--- config.mk ---
export PLATFORM = sky130hd
export DESIGN_NAME = fc_act_requant_buf
export DESIGN_NICKNAME = d
export VERILOG_FILES = /design/src/rtl/fc_act_requant_buf_pkg.sv /design/src/rtl/fc_act_requant_buf_requant_sat_pipe.sv /design/src/rtl/fc_act_requant_buf.sv
export SDC_FILE = /design/constraint.sdc
export NUM_CORES = 2
export LEC_CHECK = 0
export CORE_MARGIN = 10
export CORE_UTILIZATION = 55
export DETAILED_ROUTE_END_ITERATION = 6
export PLACE_DENSITY = 0.71
export SETUP_SLACK_MARGIN = 0.15
export SKIP_CTS_REPAIR_TIMING = 1
export SYNTH_ARGS = -nofsm -noshare
export SYNTH_HDL_FRONTEND = slang
export SYNTH_SLANG_ARGS = --single-unit
--- constraint.sdc ---
create_clock -name clk -period 21.9 [get_ports clk]
set_clock_uncertainty 0.1 [all_clocks]
set_input_delay 3.285 -clock clk [delete_from_list [all_inputs] [get_ports clk]]
set_output_delay 3.285 -clock clk [all_outputs]
set_load 0.03 [all_outputs]
--- src/rtl/fc_act_requant_buf_pkg.sv ---
`default_nettype none
// ============================================================================
// Module      : fc_pkg
// Description : Shared sizes, data types and buffer states for the FC
//               activation requantise/buffer block.
// Revision    : 1.0 - initial release
// ============================================================================
package fc_pkg;

    localparam int NODES = 200;
    localparam int ACC_W = 32;
    localparam int OUT_W = 8;
    localparam int IDX_W = $clog2(NODES);

    typedef logic signed [ACC_W-1:0] acc_t;
    typedef logic signed [OUT_W-1:0] act_t;
    typedef logic [IDX_W-1:0]        idx_t;

    typedef enum logic [1:0] {
        FILL  = 2'd0,
        DRAIN = 2'd1,
        FULL  = 2'd2
    } buf_state_t;

endpackage
`default_nettype wire

--- src/rtl/fc_act_requant_buf_requant_sat_pipe.sv ---
`default_nettype none
// ============================================================================
// Module      : requant_sat_pipe
// Description : Two-stage ReLU / rounding arithmetic shift / int saturation
//               pipeline with valid sideband and a clip flag.
// Revision    : 1.0 - initial release
// ============================================================================
module requant_sat_pipe #(
    parameter int ACC_W = 32,
    parameter int OUT_W = 8
) (
    input  logic             clk,
    input  logic             rst,
    input  logic             in_valid,
    input  logic [ACC_W-1:0] in_acc,
    input  logic [4:0]       cfg_shift,
    input  logic             cfg_relu,
    output logic             out_valid,
    output logic [OUT_W-1:0] out_data,
    output logic             out_sat
);

    // One extra bit keeps acc + rounding constant from overflowing.
    localparam int EXT_W = ACC_W + 1;
    localparam logic signed [EXT_W-1:0] SAT_HI = EXT_W'((2 ** (OUT_W - 1)) - 1);
    localparam logic signed [EXT_W-1:0] SAT_LO = EXT_W'(-(2 ** (OUT_W - 1)));

    logic             s1_valid_q, s1_valid_d;
    logic [ACC_W-1:0] s1_acc_q,   s1_acc_d;
    logic [4:0]       s1_shift_q, s1_shift_d;
    logic             s1_relu_q,  s1_relu_d;
    logic             s2_valid_q, s2_valid_d;
    logic signed [EXT_W-1:0] s2_r_q, s2_r_d;

    logic signed [EXT_W-1:0] acc_ext;
    logic signed [EXT_W-1:0] round_add;
    logic signed [EXT_W-1:0] sum;

    always_comb begin
        s1_valid_d = in_valid;
        s1_acc_d   = in_acc;
        s1_shift_d = cfg_shift;
        s1_relu_d  = cfg_relu;

        acc_ext   = EXT_W'($signed(s1_acc_q));
        round_add = '0;
        if (s1_shift_q != 5'd0) begin
            round_add = {{(EXT_W-1){1'b0}}, 1'b1} << (s1_shift_q - 5'd1);
        end
        sum        = acc_ext + round_add;
        s2_r_d     = sum >>> s1_shift_q;
        if (s1_relu_q && s1_acc_q[ACC_W-1]) begin
            s2_r_d = '0;
        end
        s2_valid_d = s1_valid_q;
    end

    always_comb begin
        out_valid = s2_valid_q;
        out_sat   = 1'b0;
        out_data  = s2_r_q[OUT_W-1:0];
        if (s2_r_q > SAT_HI) begin
            out_data = SAT_HI[OUT_W-1:0];
            out_sat  = 1'b1;
        end else if (s2_r_q < SAT_LO) begin
            out_data = SAT_LO[OUT_W-1:0];
            out_sat  = 1'b1;
        end
    end

    always_ff @(posedge clk or posedge rst) begin
        if (rst) begin
            s1_valid_q <= 1'b0;
            s1_acc_q   <= '0;
            s1_shift_q <= '0;
            s1_relu_q  <= 1'b0;
            s2_valid_q <= 1'b0;
            s2_r_q     <= '0;
        end else begin
            s1_valid_q <= s1_valid_d;
            s1_acc_q   <= s1_acc_d;
            s1_shift_q <= s1_shift_d;
            s1_relu_q  <= s1_relu_d;
            s2_valid_q <= s2_valid_d;
            s2_r_q     <= s2_r_d;
        end
    end

endmodule
`default_nettype wire

--- src/rtl/fc_act_requant_buf.sv ---
`default_nettype none
// ============================================================================
// Module      : fc_act_requant_buf
// Description : Requantises FC accumulator results into an int8 activation
//               buffer, tracking argmax and a per-layer clip count.
// Revision    : 1.0 - initial release
// ============================================================================
module fc_act_requant_buf #(
    parameter int NODES = fc_pkg::NODES,
    parameter int ACC_W = fc_pkg::ACC_W,
    parameter int OUT_W = fc_pkg::OUT_W,
    parameter int IDX_W = $clog2(NODES)
) (
    input  logic             clk,
    input  logic             rst,
    input  logic             in_valid,
    output logic             in_ready,
    input  logic [ACC_W-1:0] in_acc,
    input  logic [4:0]       cfg_shift,
    input  logic             cfg_relu,
    input  logic [IDX_W-1:0] rd_addr,
    output logic [OUT_W-1:0] rd_data,
    input  logic             buf_release,
    output logic             buf_full,
    output logic             layer_done,
    output logic [IDX_W-1:0] max_idx,
    output logic [OUT_W-1:0] max_val,
    output logic [15:0]      sat_count
);

    import fc_pkg::*;

    buf_state_t       state_q,      state_d;
    logic [IDX_W-1:0] acc_cnt_q,    acc_cnt_d;
    logic [IDX_W-1:0] wr_idx_q,     wr_idx_d;
    logic [IDX_W-1:0] max_idx_q,    max_idx_d;
    logic [OUT_W-1:0] max_val_q,    max_val_d;
    logic [OUT_W-1:0] rd_data_q,    rd_data_d;
    logic             buf_full_q,   buf_full_d;
    logic             layer_done_q, layer_done_d;
    logic [15:0]      sat_count_q,  sat_count_d;

    logic [OUT_W-1:0] mem [NODES];

    logic             accept;
    logic             last_accept;
    logic             last_write;
    logic             p_valid;
    logic [OUT_W-1:0] p_data;
    logic             p_sat;

    assign in_ready    = (state_q == FILL);
    assign accept      = in_valid && in_ready;
    assign last_accept = accept && (acc_cnt_q == IDX_W'(NODES - 1));
    assign last_write  = p_valid && (wr_idx_q == IDX_W'(NODES - 1));

    requant_sat_pipe #(
        .ACC_W (ACC_W),
        .OUT_W (OUT_W)
    ) u_pipe (
        .clk       (clk),
        .rst       (rst),
        .in_valid  (accept),
        .in_acc    (in_acc),
        .cfg_shift (cfg_shift),
        .cfg_relu  (cfg_relu),
        .out_valid (p_valid),
        .out_data  (p_data),
        .out_sat   (p_sat)
    );

    always_comb begin
        state_d      = state_q;
        acc_cnt_d    = acc_cnt_q;
        wr_idx_d     = wr_idx_q;
        max_idx_d    = max_idx_q;
        max_val_d    = max_val_q;
        buf_full_d   = buf_full_q;
        layer_done_d = 1'b0;
        sat_count_d  = sat_count_q;

        if (accept) begin
            acc_cnt_d = acc_cnt_q + 1'b1;
        end

        if (p_valid) begin
            wr_idx_d = wr_idx_q + 1'b1;
            if (p_sat && (sat_count_q != 16'hFFFF)) begin
                sat_count_d = sat_count_q + 16'd1;
            end
            // Index 0 of a layer always loads; later ties keep the lower index.
            if ((wr_idx_q == '0) || ($signed(p_data) > $signed(max_val_q))) begin
                max_idx_d = wr_idx_q;
                max_val_d = p_data;
            end
        end

        case (state_q)
            FILL: begin
                if (last_accept) begin
                    state_d = DRAIN;
                end
            end
            DRAIN: begin
                if (last_write) begin
                    state_d      = FULL;
                    layer_done_d = 1'b1;
                    buf_full_d   = 1'b1;
                end
            end
            FULL: begin
                if (buf_release) begin
                    state_d     = FILL;
                    acc_cnt_d   = '0;
                    wr_idx_d    = '0;
                    sat_count_d = '0;
                    buf_full_d  = 1'b0;
                end
            end
            default: begin
                state_d = FILL;
            end
        endcase

        rd_data_d = '0;
        if (rd_addr < IDX_W'(NODES)) begin
            rd_data_d = mem[rd_addr];
        end
    end

    always_ff @(posedge clk or posedge rst) begin
        if (rst) begin
            state_q      <= FILL;
            acc_cnt_q    <= '0;
            wr_idx_q     <= '0;
            max_idx_q    <= '0;
            max_val_q    <= '0;
            rd_data_q    <= '0;
            buf_full_q   <= 1'b0;
            layer_done_q <= 1'b0;
            sat_count_q  <= '0;
        end else begin
            state_q      <= state_d;
            acc_cnt_q    <= acc_cnt_d;
            wr_idx_q     <= wr_idx_d;
            max_idx_q    <= max_idx_d;
            max_val_q    <= max_val_d;
            rd_data_q    <= rd_data_d;
            buf_full_q   <= buf_full_d;
            layer_done_q <= layer_done_d;
            sat_count_q  <= sat_count_d;
        end
    end

    // Activation storage is deliberately left without reset.
    always_ff @(posedge clk) begin
        if (p_valid) begin
            mem[wr_idx_q] <= p_data;
        end
    end

    assign rd_data    = rd_data_q;
    assign buf_full   = buf_full_q;
    assign layer_done = layer_done_q;
    assign max_idx    = max_idx_q;
    assign max_val    = max_val_q;
    assign sat_count  = sat_count_q;

endmodule
`default_nettype wire
# --- Yosys cells after proc, flatten, opt, wreduce, memory -nomap -nowiden ---
# Memory sizes are Yosys's and may differ from the RTL's.
# Index checks and enable logic that the tools add are counted.
# W data, S select, Z words.
classes:
  eq_ne: 8
  reduce_logical: 13
  shift: 2
  addsub: 5
  muxes: 28
  magnitude_cmp: 4
ops:
  columns: ["op", "count"]
  rows:
  - ["$mux W8", 9]
  - ["$mux W33", 2]
  - ["$mux W16", 4]
  - ["$add A32 B33 Y33", 1]
  - ["$gt A33 B8 Y1 const B", 1]
  - ["$lt A33 B8 Y1 const B", 1]
  - ["$shl A1 B5 Y33 const A", 1]
  - ["$sshr A33 B5 Y33", 1]
  - ["$add A16 B1 Y16 const B", 1]
  - ["$add A8 B1 Y8 const B", 2]
  - ["$eq A8 B8 Y1 const B", 2]
  - ["$ne A16 B16 Y1 const B", 1]
  - ["$gt A8 B8 Y1", 1]
  - ["$logic_not A8 Y1", 1]
  - ["$lt A8 B8 Y1 const B", 1]
  - ["$mux W1", 8]
  - ["$mux W2", 3]
  - ["$pmux W2 S3", 1]
  - ["$reduce_and A3 Y1", 2]
  - ["$logic_and A1 B1 Y1", 5]
  - ["$reduce_bool A5 Y1", 1]
  - ["$sub A5 B1 Y5 const B", 1]
  - ["$ne A2 B2 Y1 const B", 2]
  - ["$eq A2 B1 Y1 const B", 1]
  - ["other kinds (7)", 7]
totals:
  ramBits: 1600
  mem_count: 1
  reg_bits: 133
mem_list:
  columns: ["memory", "words", "width", "read_ports", "rd_ports_with_merged_regs", "write_ports", "line", "rtl"]
  rows:
  - ["mem", 200, 8, 1, 0, 1, "fc_act_requant_buf.sv:43", "logic [OUT_W-1:0] mem [NODES];"]

# --- Longest topological paths before layout ---
logic_depth:
  ltp_word: 8
  mapped_depth: 22

# --- By module ---
# From an unflattened synthesis, not the netlist that was laid out.
unflattened:
  hier_cells: 3870
  hier_area_um2: 71626.2
by_module_without_submodules:
  columns: ["module", "instances", "seq_area_each_um2", "cells_per_inst", "area_per_inst_um2"]
  rows:
  - ["fc_act_requant_buf", 1, 49547.5, 3010, 64713.3]
  - ["requant_sat_pipe", 1, 1826.8, 860, 6912.9]

# --- Worst setup path after synthesis ---
# OpenSTA, ideal clock, no wires.
synth_path:
  kind: "reg2reg"
  startpoint: "register u_pipe.s2_r_q[13]"
  endpoint: "register max_val_q[1] (netlist: max_val[1])"
  path_slack_ps: 9922
  synth_period_minus_slack_ps: 11978
  path_stages_with_launch: 17
  t_arrival_ps: 11772
  n_path_buf: 1
  required_time_ps: 21693
  setup_time_ps: 107
  cell_sequence: "dfrtp_1 > nand4_1 > nor4_1 > a21boi_1 > o21ai_0 > ha_1 > nor2b_1 > o21ai_0 > nand2b_1 > a21oi_1 > o21ai_0 > o21ai_0 > mux2i_1 > o21ai_1 > clkbuf_1 > nor2_1 > a21oi_1"
synth_via:
  elab_chain_len: 6
  word_cells_on_any_way: 7
synth_rtl:
  columns: ["element", "line", "rtl"]
  rows:
  - ["start: declaration", "fc_act_requant_buf_requant_sat_pipe.sv:33", "logic signed [EXT_W-1:0] s2_r_q, s2_r_d;"]
  - ["start signal: assignment", "fc_act_requant_buf_requant_sat_pipe.sv:85", "s2_r_q <= s2_r_d;"]
  - ["$lt A33 B8 Y1", "fc_act_requant_buf_requant_sat_pipe.sv:65", "end else if (s2_r_q < SAT_LO) begin"]
  - ["$mux W8", "fc_act_requant_buf_requant_sat_pipe.sv:65", null]
  - ["$mux W8 (*)", "fc_act_requant_buf_requant_sat_pipe.sv:62", "if (s2_r_q > SAT_HI) begin"]
  - ["named net p_data[1]", "fc_act_requant_buf.sv:49", "logic [OUT_W-1:0] p_data;"]
  - ["$gt A8 B8 Y1", "fc_act_requant_buf.sv:92", "if ((wr_idx_q == '0) || ($signed(p_data) > $signed(max_val_q))) begin"]
  - ["$logic_or A1 B1 Y1", "fc_act_requant_buf.sv:92", null]
  - ["$reduce_and A2 Y1 (no line)", null, null]
  - ["end signal: assignment", "fc_act_requant_buf.sv:147", "max_val_q <= max_val_d;"]
  - ["end: declaration", "fc_act_requant_buf.sv:37", "logic [OUT_W-1:0] max_val_q, max_val_d;"]
# Mark *: on every way through the listed nets, which the timed path passes. The rest lies on a longest branch.
# A chain may end at the register's enable or synchronous reset.

# --- Worst setup path in the final report ---
layout_path:
  startpoint: "input rd_addr[0]"
  endpoint: "register rd_data_q[5] (netlist: rd_data[5])"
layout_via:
  elab_chain_len: 2
  word_cells_on_any_way: 3
layout_rtl:
  columns: ["element", "line", "rtl"]
  rows:
  - ["start: declaration", "fc_act_requant_buf.sv:21", "input logic [IDX_W-1:0] rd_addr,"]
  - ["$mem_v2 Z200 W8 or $lt A8 B8 Y1 (tied branches)", null, null]
  - ["$mux W8 (*)", "fc_act_requant_buf.sv:126", "if (rd_addr < IDX_W'(NODES)) begin"]
  - ["named net rd_data_d[5]", "fc_act_requant_buf.sv:38", "logic [OUT_W-1:0] rd_data_q, rd_data_d;"]
  - ["end signal: assignment", "fc_act_requant_buf.sv:148", "rd_data_q <= rd_data_d;"]
  - ["end: declaration", "fc_act_requant_buf.sv:38", null]
# Marked as above.

==> out/metrics.cfg <==
[sta]
holdWs_ns=0.248
max_slew_margin_pct=17.9
fin_crit_sh_pct=32.2
timing.fmax_mhz=142
rsz0062_at_grt=false
period_minus_slack_ns=7.06
hold_viol=0
fin_setup_tns_ns=0
worstMarginPinSlew_ns=1.23
drv_slew=0
worst_slack_ns=14.84
setup_viol=0

[clock_tree]
clockRootBuffer=clkbuf_16
cts.clk_slew.worst_paths_ns=0.06
cts_made_buffers=172
clock_latency_ns=0.80
cts.path.max_buffers=3
cts.htree.levels=4
cts_tree=done
clock_sinks=1733

[critical_path]
startpoint_type=input pin
critPathCaptureType=flop
crit_required_ns=22.46
worstPathArrival_ns=7.61
worstPathMaxFanout=65
reg2reg_slack_ns=15.30
criticalPathCategory=input pin to flop

[placed_design]
dp.cells=5365
dpl.hpwl_um=100000
place_congestion=0.904
placed_area_um2=73900
numPortBuffers=92
dp_slack_ns=13.95

[logic_synthesis]
syn_area_per_cell_um2=19.2
yosys_warnings=0
ys_types=89
netlist_area_um2=71100
ys.flop_type=edfxtp_1
yosysSeqAreaShare_pct=72.2
syn_inst=3705
synth_nets=3804
synth_edf_count=1600
ys_async_sr_fraction_pct=7.67
ys_ff_latch=1733

[pwr]
finalPower_mw=7.42
power_density_nw_per_um2=93.5
leakage_nw=25.4
vdd_drop_max_mv=0.101

[cells_and_area]
final_util_pct=62.0
multiInputGateArea_um2=18800
areaGrowthSynthToFinish_pct=11.5
design_area_um2=79300
drive_gt1_share_pct=21.6
fin_nets=3909
regArea_um2=51400
fill_cells=8798
fin_cells=5679

[global_routing]
grt_usage_pct=23.3
grt_max_degree=203
grt_pass1_vias=36900
use_met2_pct=35.5
grt_pass1_wl_um=251000
use_met1_pct=33.8
use_met3_pct=5.85
grt_overflow=0
busiest_layer=met2
antenna_found_initial=10

[die]
fp.coreArea_um2=128000
start_util_pct=55.6
fp-row-count=131
io_pins=93
die_area_um2=144000
die_h_um=380
fp.dieW_um=380

[detailed_routing]
drc=0
ant_nets=0
dr.pass1.iters=6
wire_per_inst_um=29.7
drt-initial-drc-count=4908
via_count=36800
viasPerCell=6.48
routed_wirelength_um=169000

[run]
drv_cap=0

[worst_hold_path]
hold_class=flop to flop

[run_status]
status=finished, final reports clean

worst max-delay path, stage by stage:
cell,delay (ns)
buf_8,0.56
buf_4,0.83
buf_4,0.79
mux4_2,0.61
mux4_2,0.56
a21oi_1,0.18
a21oi_1,0.08
nor2_1,0.18
o22ai_1,0.10
nand2_1,0.13
o21ai_1,0.08
state kept, by name, summed over array words and instances, names as in the netlist, 2 cells and up:
signal / flops
acc_cnt_q: 8
max_idx: 8
max_val: 8
mem: 1600
rd_data: 8
sat_count: 16
state_q: 2
u_pipe.s1_acc_q: 32
u_pipe.s1_shift_q: 5
u_pipe.s2_r_q: 33
wr_idx_q: 8
cells in the final DEF, fill, tap and decap left out, types with 24 or more instances in the layout:
cell type | Yosys | routed
a21oi_1 | 104 | 104
buf_4 | 6 | 54
clkbuf_1 | 124 | 50
clkbuf_16 | 0 | 180
clkdlybuf4s50_1 | 0 | 86
clkinv_1 | 2 | 40
dfrtp_1 | 133 | 132
edfxtp_1 | 1600 | 1600
ha_1 | 48 | 48
inv_1 | 45 | 44
mux2i_1 | 86 | 86
mux4_2 | 498 | 498
nand2_1 | 114 | 114
nand3_1 | 41 | 41
nand4_1 | 25 | 25
nor2_1 | 331 | 329
nor3_1 | 35 | 34
o21ai_0 | 55 | 48
xnor2_1 | 24 | 24
xor2_1 | 25 | 25
area by class of cell:
class | instances | share of cell area (%)
Antenna cell | 3 | 0.00946
Clock buffer | 231 | 5.93
Clock inverter | 80 | 0.870
Inverter | 48 | 0.233
Multi-Input combinational cell | 1703 | 23.6
Sequential cell | 1733 | 64.7
Tap cell | 1729 | 2.73
Timing Repair Buffer | 152 | 1.84
worst paths after layout:
| kind | end | cells past startpoint | startpoint |
|---|---|---|---|
| worst max-delay path | rd_data[5] | 11 | rd_addr[0] |
| worst min-delay path | u_pipe.out_valid | 0 | u_pipe.s1_valid_q |
| worst max register to register | u_pipe.s2_r_q[9] | 21 | u_pipe.s1_shift_q[0] |
| worst min register to register | u_pipe.out_valid | 0 | u_pipe.s1_valid_q |
| max in group asynchronous | wr_idx_q[6] | 4 | rst |
| min in group asynchronous | rd_data[3] | 2 | rst |
report_power, final:
part	internal (mW)	switching, mW
clock	1.63	1.21
combinational	0.258	0.510
sequential	3.74	0.0652
total	5.63	1.78
routing by layer:
| layer | up-vias | share of wire, % |
|---|---|---|
| li1 | 15400 | - |
| met1 | 19200 | 40 |
| met2 | 1979 | 47 |
| met3 | 276 | 11 |
| met4 | 0 | 2.6 |
| met5 | - | 0 |
cell usage after synthesis (12+ instances only):
library cell,number,share of area (%)
a211oi_1,19,0.20
nor4_1,12,0.11
a21o_1,13,0.14
nor2_1,331,1.7
buf_1,25,0.13
buf_2,66,0.46
nor2b_1,12,0.11
xor2_1,25,0.31
nand3_1,41,0.29
xnor2_1,24,0.30
edfxtp_1,1600,68
o21ai_1,21,0.15
dfrtp_1,133,4.7
inv_1,45,0.24
mux4_2,498,16
nor3_1,35,0.25
o22ai_1,18,0.16
clkbuf_1,124,0.65
o21a_1,13,0.14
ha_1,48,0.84
o21ai_0,55,0.39
nand4_1,25,0.22
a21oi_1,104,0.73
mux2i_1,86,1.2
mux2_2,16,0.25
or3_1,12,0.11
nand2_1,114,0.60
kinds of logic (layout without fill, tap and decap cells):
| kind of cell | Yosys count | in the layout | share of synthesized area [%] |
|---|---|---|---|
| AOI/OAI and AO/OA | 373 | 373 | 3.57 |
| xor gates and xnor gates | 52 | 52 | 0.672 |
| adders and majority gates | 49 | 49 | 0.872 |
| buffers and inverters | 269 | 511 | 1.57 |
| DFF | 1733 | 1733 | 72.2 |
| muxes | 601 | 601 | 17.2 |
| other | 0 | 3 | 0 |
| and+or+nand+nor | 628 | 628 | 3.86 |
Note: power is estimated with default switching activity, not from simulation.
